**config.mk**
```make
export PLATFORM = sky130hd
export DESIGN_NAME = class_pop_arbiter
export DESIGN_NICKNAME = d
export VERILOG_FILES = /design/src/rtl/class_pop_arbiter.sv
export SDC_FILE = /design/constraint.sdc
export NUM_CORES = 1
export LEC_CHECK = 0
export ABC_AREA = 1
export CORE_ASPECT_RATIO = 1.25
export CORE_MARGIN = 2
export CORE_UTILIZATION = 50
export CTS_BUF_LIST = sky130_fd_sc_hd__clkbuf_16
export CTS_CLUSTER_SIZE = 24
export DETAILED_ROUTE_END_ITERATION = 6
export PLACE_DENSITY = 0.85
export SLEW_MARGIN = 20
export SYNTH_ARGS = -nofsm -noshare
export SYNTH_HDL_FRONTEND = slang
export SYNTH_SLANG_ARGS = --single-unit
```
**constraint.sdc**
```tcl
create_clock -name clk -period 4.1 [get_ports clk]
set_clock_uncertainty 0.2 [all_clocks]
set_input_delay 0.41 -clock clk [delete_from_list [all_inputs] [get_ports clk]]
set_output_delay 0.41 -clock clk [all_outputs]
set_load 0.005 [all_outputs]
```
**src/rtl/class_pop_arbiter.sv**
```systemverilog
// ============================================================================
// class_pop_arbiter
//   Weighted round-robin pop scheduler draining two class FIFOs into one
//   registered downstream port, with per-class forwarded-word counters.
//   Rev 1.0
// ============================================================================
`default_nettype none

module class_pop_arbiter #(
  parameter int DATA_SIZE = 10,
  parameter int WEIGHT0   = 3,
  parameter int WEIGHT1   = 1
) (
  input  logic                 clk,
  input  logic                 reset,
  input  logic                 fifo_empty0,
  input  logic                 fifo_empty1,
  input  logic [DATA_SIZE-1:0] data0,
  input  logic [DATA_SIZE-1:0] data1,
  input  logic                 down_afull,
  output logic                 pop_0,
  output logic                 pop_1,
  output logic [DATA_SIZE-1:0] out_data,
  output logic                 out_valid,
  output logic                 out_class,
  output logic [7:0]           cnt0,
  output logic [7:0]           cnt1
);

  typedef enum logic [0:0] {
    OWN0 = 1'b0,
    OWN1 = 1'b1
  } owner_e;

  localparam logic [3:0] C_W0 = 4'(WEIGHT0);
  localparam logic [3:0] C_W1 = 4'(WEIGHT1);

  owner_e               owner_q, owner_d;
  logic [3:0]           credit_q, credit_d;
  logic                 vld_q, sel_q;
  logic [DATA_SIZE-1:0] out_data_q;
  logic                 out_valid_q, out_class_q;
  logic [7:0]           cnt0_q, cnt1_q;

  logic       w_elig0, w_elig1, w_elig_own, w_elig_oth;
  logic [3:0] w_wgt_own, w_wgt_oth;
  logic       w_grant_own, w_grant_oth;
  logic       w_grant0, w_grant1;

  always_comb begin
    owner_d     = owner_q;
    credit_d    = credit_q;
    w_grant_own = 1'b0;
    w_grant_oth = 1'b0;

    w_elig0    = !fifo_empty0 && !down_afull;
    w_elig1    = !fifo_empty1 && !down_afull;
    w_elig_own = (owner_q == OWN0) ? w_elig0 : w_elig1;
    w_elig_oth = (owner_q == OWN0) ? w_elig1 : w_elig0;
    w_wgt_own  = (owner_q == OWN0) ? C_W0 : C_W1;
    w_wgt_oth  = (owner_q == OWN0) ? C_W1 : C_W0;

    // Owner keeps the turn while it has credit; otherwise the other class
    // takes over, and an idle other class lets the owner reload (work-conserving).
    if (w_elig_own && (credit_q != 4'd0)) begin
      w_grant_own = 1'b1;
      credit_d    = credit_q - 4'd1;
    end else if (w_elig_oth) begin
      w_grant_oth = 1'b1;
      owner_d     = (owner_q == OWN0) ? OWN1 : OWN0;
      credit_d    = w_wgt_oth - 4'd1;
    end else if (w_elig_own) begin
      w_grant_own = 1'b1;
      credit_d    = w_wgt_own - 4'd1;
    end

    w_grant0 = (owner_q == OWN0) ? w_grant_own : w_grant_oth;
    w_grant1 = (owner_q == OWN0) ? w_grant_oth : w_grant_own;
  end

  // Pops are gated by reset so the FIFOs are never drained while held in reset.
  assign pop_0 = w_grant0 && reset;
  assign pop_1 = w_grant1 && reset;

  always_ff @(posedge clk or negedge reset) begin
    if (!reset) begin
      owner_q     <= OWN0;
      credit_q    <= C_W0;
      vld_q       <= 1'b0;
      sel_q       <= 1'b0;
      out_data_q  <= '0;
      out_valid_q <= 1'b0;
      out_class_q <= 1'b0;
      cnt0_q      <= 8'd0;
      cnt1_q      <= 8'd0;
    end else begin
      owner_q     <= owner_d;
      credit_q    <= credit_d;
      vld_q       <= pop_0 || pop_1;
      sel_q       <= pop_1;
      out_valid_q <= vld_q;
      out_class_q <= sel_q;
      if (vld_q) begin
        out_data_q <= sel_q ? data1 : data0;
      end
      if (pop_0) begin
        cnt0_q <= cnt0_q + 8'd1;
      end
      if (pop_1) begin
        cnt1_q <= cnt1_q + 8'd1;
      end
    end
  end

  assign out_data  = out_data_q;
  assign out_valid = out_valid_q;
  assign out_class = out_class_q;
  assign cnt0      = cnt0_q;
  assign cnt1      = cnt1_q;

endmodule

`default_nettype wire

```
==> impl_metrics.toml <==
[outcome]
outcome = "finished, final reports clean"

[die]
die_area_um2 = 4120
rows = 24
die_x_um = 57.8
start_util_pct = 52.0
core_um2 = 3480
pin_count = 55
fp.dieH_um = 71.3

[global_route]
grt_max_degree = 31
antenna_found_initial = 0
grt_pass1_vias = 1640
gr-max-usage-layer = "met2"
grt_pass1_wl_mm = 7.04
overflow = 0
gr-usage-met1_pct = 25.7
met2_usage_pct = 37.1
grtUsageTotal_pct = 22.0
grt_util_met3_pct = 6.68

[placed_design]
place_area_um2 = 2360
io_buffer_count = 54
hpwl_mm = 2.87
gp_congestion = 0.818

[pwr]
cellPowerDensity_nw_per_um2 = 617
seq_power_share_pct = 38.9
irDropWorstVdd_mv = 0.497
power.internal_w = 0.000999
finalPower_w = 0.00154
pwr-share-clk_pct = 22.1
combPwrFrac_pct = 39.0
netSwitchingFraction_pct = 35.1
p_leak_nw = 1.21
power.switching_w = 0.000541

[cts]
clkLatencyLatePin_ns = 0.27
post_cts_buffers = 0
clock_path_buffers = 2
cts_tree = "done"
clkTransAtPathRegs_ns = 0.05
cts_buffers = 5
clock_sinks = 35
root_buffer = "clkbuf_16"
htree_levels = 2
hold_buffers = 1
cts-resized-gates = 0

[yosys]
yosys_register_bits = 35
syn_avg_cell_area_um2 = 7.84
syn_area_um2 = 1810
ys_warn_count = 0
seq_area_frac_synth_pct = 48.5
postSynthCellCount = 231
synthDistinctLibCells = 25
synthesis.nets = 259

[setup_path]
critPathLaunchType = "register"
crit_chain = "inv_1, ha_1, nand2_1, inv_1, nand2_1, nand2_4, nand3_2, nand3_1, inv_1, clkdlybuf4s50_1"
crit_type = "register to output port"
critical_path.endpoint_type = "output port"
arrival_ns = 2.49
path_max_fanout = 13
cpMostUsedCell = "inv_1"
critPathRequiredTime_ns = 3.49
max_stage_delay_ns = 0.54
cpMaxStageDelayCell = "dfstp_2"

[finish]
nets = 315
area_growth_pct = 37.9
diodes = 0
finish.instance_area_um2 = 2500
drive_above_1_share_pct = 5.24

[flow_run]
maxCapViolations = 0

[timing]
drv_slew = 0
finalHoldViolations = 0
final.min_clock_period_ns = 3.10
tightest_slew_ns = 0.628
rsz0062_at_grt = "false"
max_freq_mhz = 323
timing.slew.headroom_pct = 58.2
finalSetupViolCount = 0
min_period_over_period_pct = 75.5
setup_tns_ns = 0
hold_ws_ns = 0.316

[route]
viasPerCell = 5.13
detail_route.wl_per_cell_um = 12.5
ant_nets = 0
drc = 0
vias = 1667
wl_mm = 4.05
drt_iter0_drc = 77
first_pass_iters = 4

[min_path]
min_path_type = "register to register"
==> cells in the mapped netlist, drive strengths merged <==
library cell / number / share of area (%)
inv: 25 / 5.2
nor4: 1 / 0.35
nor3: 3 / 0.83
nand3: 13 / 3.9
clkinv: 1 / 0.21
xnor2: 3 / 1.5
xor2: 2 / 0.97
dfrtp: 33 / 46
o21ai: 5 / 1.4
clkbuf: 4 / 0.83
o22ai: 2 / 0.69
buf: 3 / 1.7
o21bai: 1 / 0.41
nand3b: 3 / 1.2
nor2: 19 / 4.1
dfstp: 2 / 2.9
nand4: 12 / 4.1
ha: 3 / 2.1
nand2: 86 / 19
a31oi: 10 / 3.5
==> power by group through the flow <==
stage / Combinational, W / Sequential [W] / Clock [W]
detailed placement: 0.000599 / 0.000602 / 0
finish: 0.000601 / 0.000599 / 0.000340
floorplan: 0.000355 / 0.000567 / 0
global placement: 0.000580 / 0.000597 / 0
CTS: 0.000604 / 0.000598 / 0.000348
global route: 0.000678 / 0.000622 / 0.000360
==> cell usage in the layout (no fill, tap or decap) <==
cell,instances
a31oi_1,10
buf_2,1
buf_4,1
clkbuf_16,5
clkdlybuf4s50_1,53
clkinv_1,1
dfrtp_1,33
dfstp_2,2
dlygate4sd3_1,1
ha_1,3
inv_1,26
nand2_1,82
nand2_2,3
nand2_4,1
nand3_1,12
nand3_2,1
nand3b_1,3
nand4_1,12
nor2_1,18
nor2_2,1
nor3_1,3
nor4_1,1
o21ai_0,5
o21bai_1,1
o22ai_1,2
xnor2_1,3
xor2_1,2
==> area by class of cell <==
class / count / area [um2]
inverters: 26 / 97.6
flip-flops and latches: 35 / 878
well taps: 39 / 48.8
repair buffers: 56 / 553
clock inverters: 1 / 3.75
fillers: 284 / 987
multi-input cells: 163 / 790
clock buffers: 5 / 125
==> kinds of logic (layout without fill, tap and decap cells) <==
logic type / after synthesis / count (layout) / synth area share, %
flip-flops: 35 / 35 / 48.5
buffers and inverters: 33 / 88 / 7.88
AO/OA/AOI/OAI: 18 / 18 / 5.94
XOR/XNOR: 5 / 5 / 2.42
AND/OR/NAND/NOR: 137 / 137 / 33.2
adder cells (fa/ha/maj): 3 / 3 / 2.07
==> worst max-delay path: cells and delay by family (launching register included) <==
family	cells	cell delay, ns
simple gates	5	0.75
buf+inv	4	0.71
flops	1	0.54
fa+ha+maj	1	0.21
==> routing by layer <==
metal / part of all wire, % / routed length (um) / vias up
li1: - / - / 853
met1: 43 / 1730 / 763
met4: 1.3 / 51 / 0
met3: 6.3 / 257 / 4
met5: 0 / 0 / -
met2: 50 / 2020 / 47
==> per-stage QoR <==
stage | std cells | setup slack (ns) | utilization, %
3_5_place_dp | 318 | 1.06 | 67.7
2_1_floorplan | 231 | 2.06 | -
3_3_place_gp | 318 | 1.11 | 67.7
6_report | 325 | 1.00 | 71.7
4_1_cts | 325 | 0.989 | 71.7
5_1_grt | 325 | 0.826 | 71.7
==> path summary, 6_finish.rpt <==
| check | start | endpoint | slack, ns | cells after the start |
|---|---|---|---|---|
| worst max-delay path | credit_q[0]$_DFFE_PN1P_ | pop_0 | 1.00 | 10 |
| worst min-delay path | credit_q[1]$_DFFE_PN1P_ | credit_q[1]$_DFFE_PN1P_ | 0.32 | 2 |
| worst max register to register | credit_q[0]$_DFFE_PN1P_ | cnt0[7]$_DFFE_PN0P_ | 1.99 | 10 |
| worst min register to register | credit_q[1]$_DFFE_PN1P_ | credit_q[1]$_DFFE_PN1P_ | 0.32 | 2 |
| max in group asynchronous | reset | cnt1[4]$_DFFE_PN0P_ | 2.51 | 3 |
| min in group asynchronous | reset | credit_q[2]$_DFFE_PN0P_ | 0.51 | 2 |
==> state kept, by name, indices dropped and copies added (netlist names) <==
name / count
cnt0: 8
cnt1: 8
out_valid: 1
sel_q: 1
out_class: 1
owner_q: 1
out_data: 10
credit_q: 4
vld_q: 1
(Power assumes the default switching activity.)
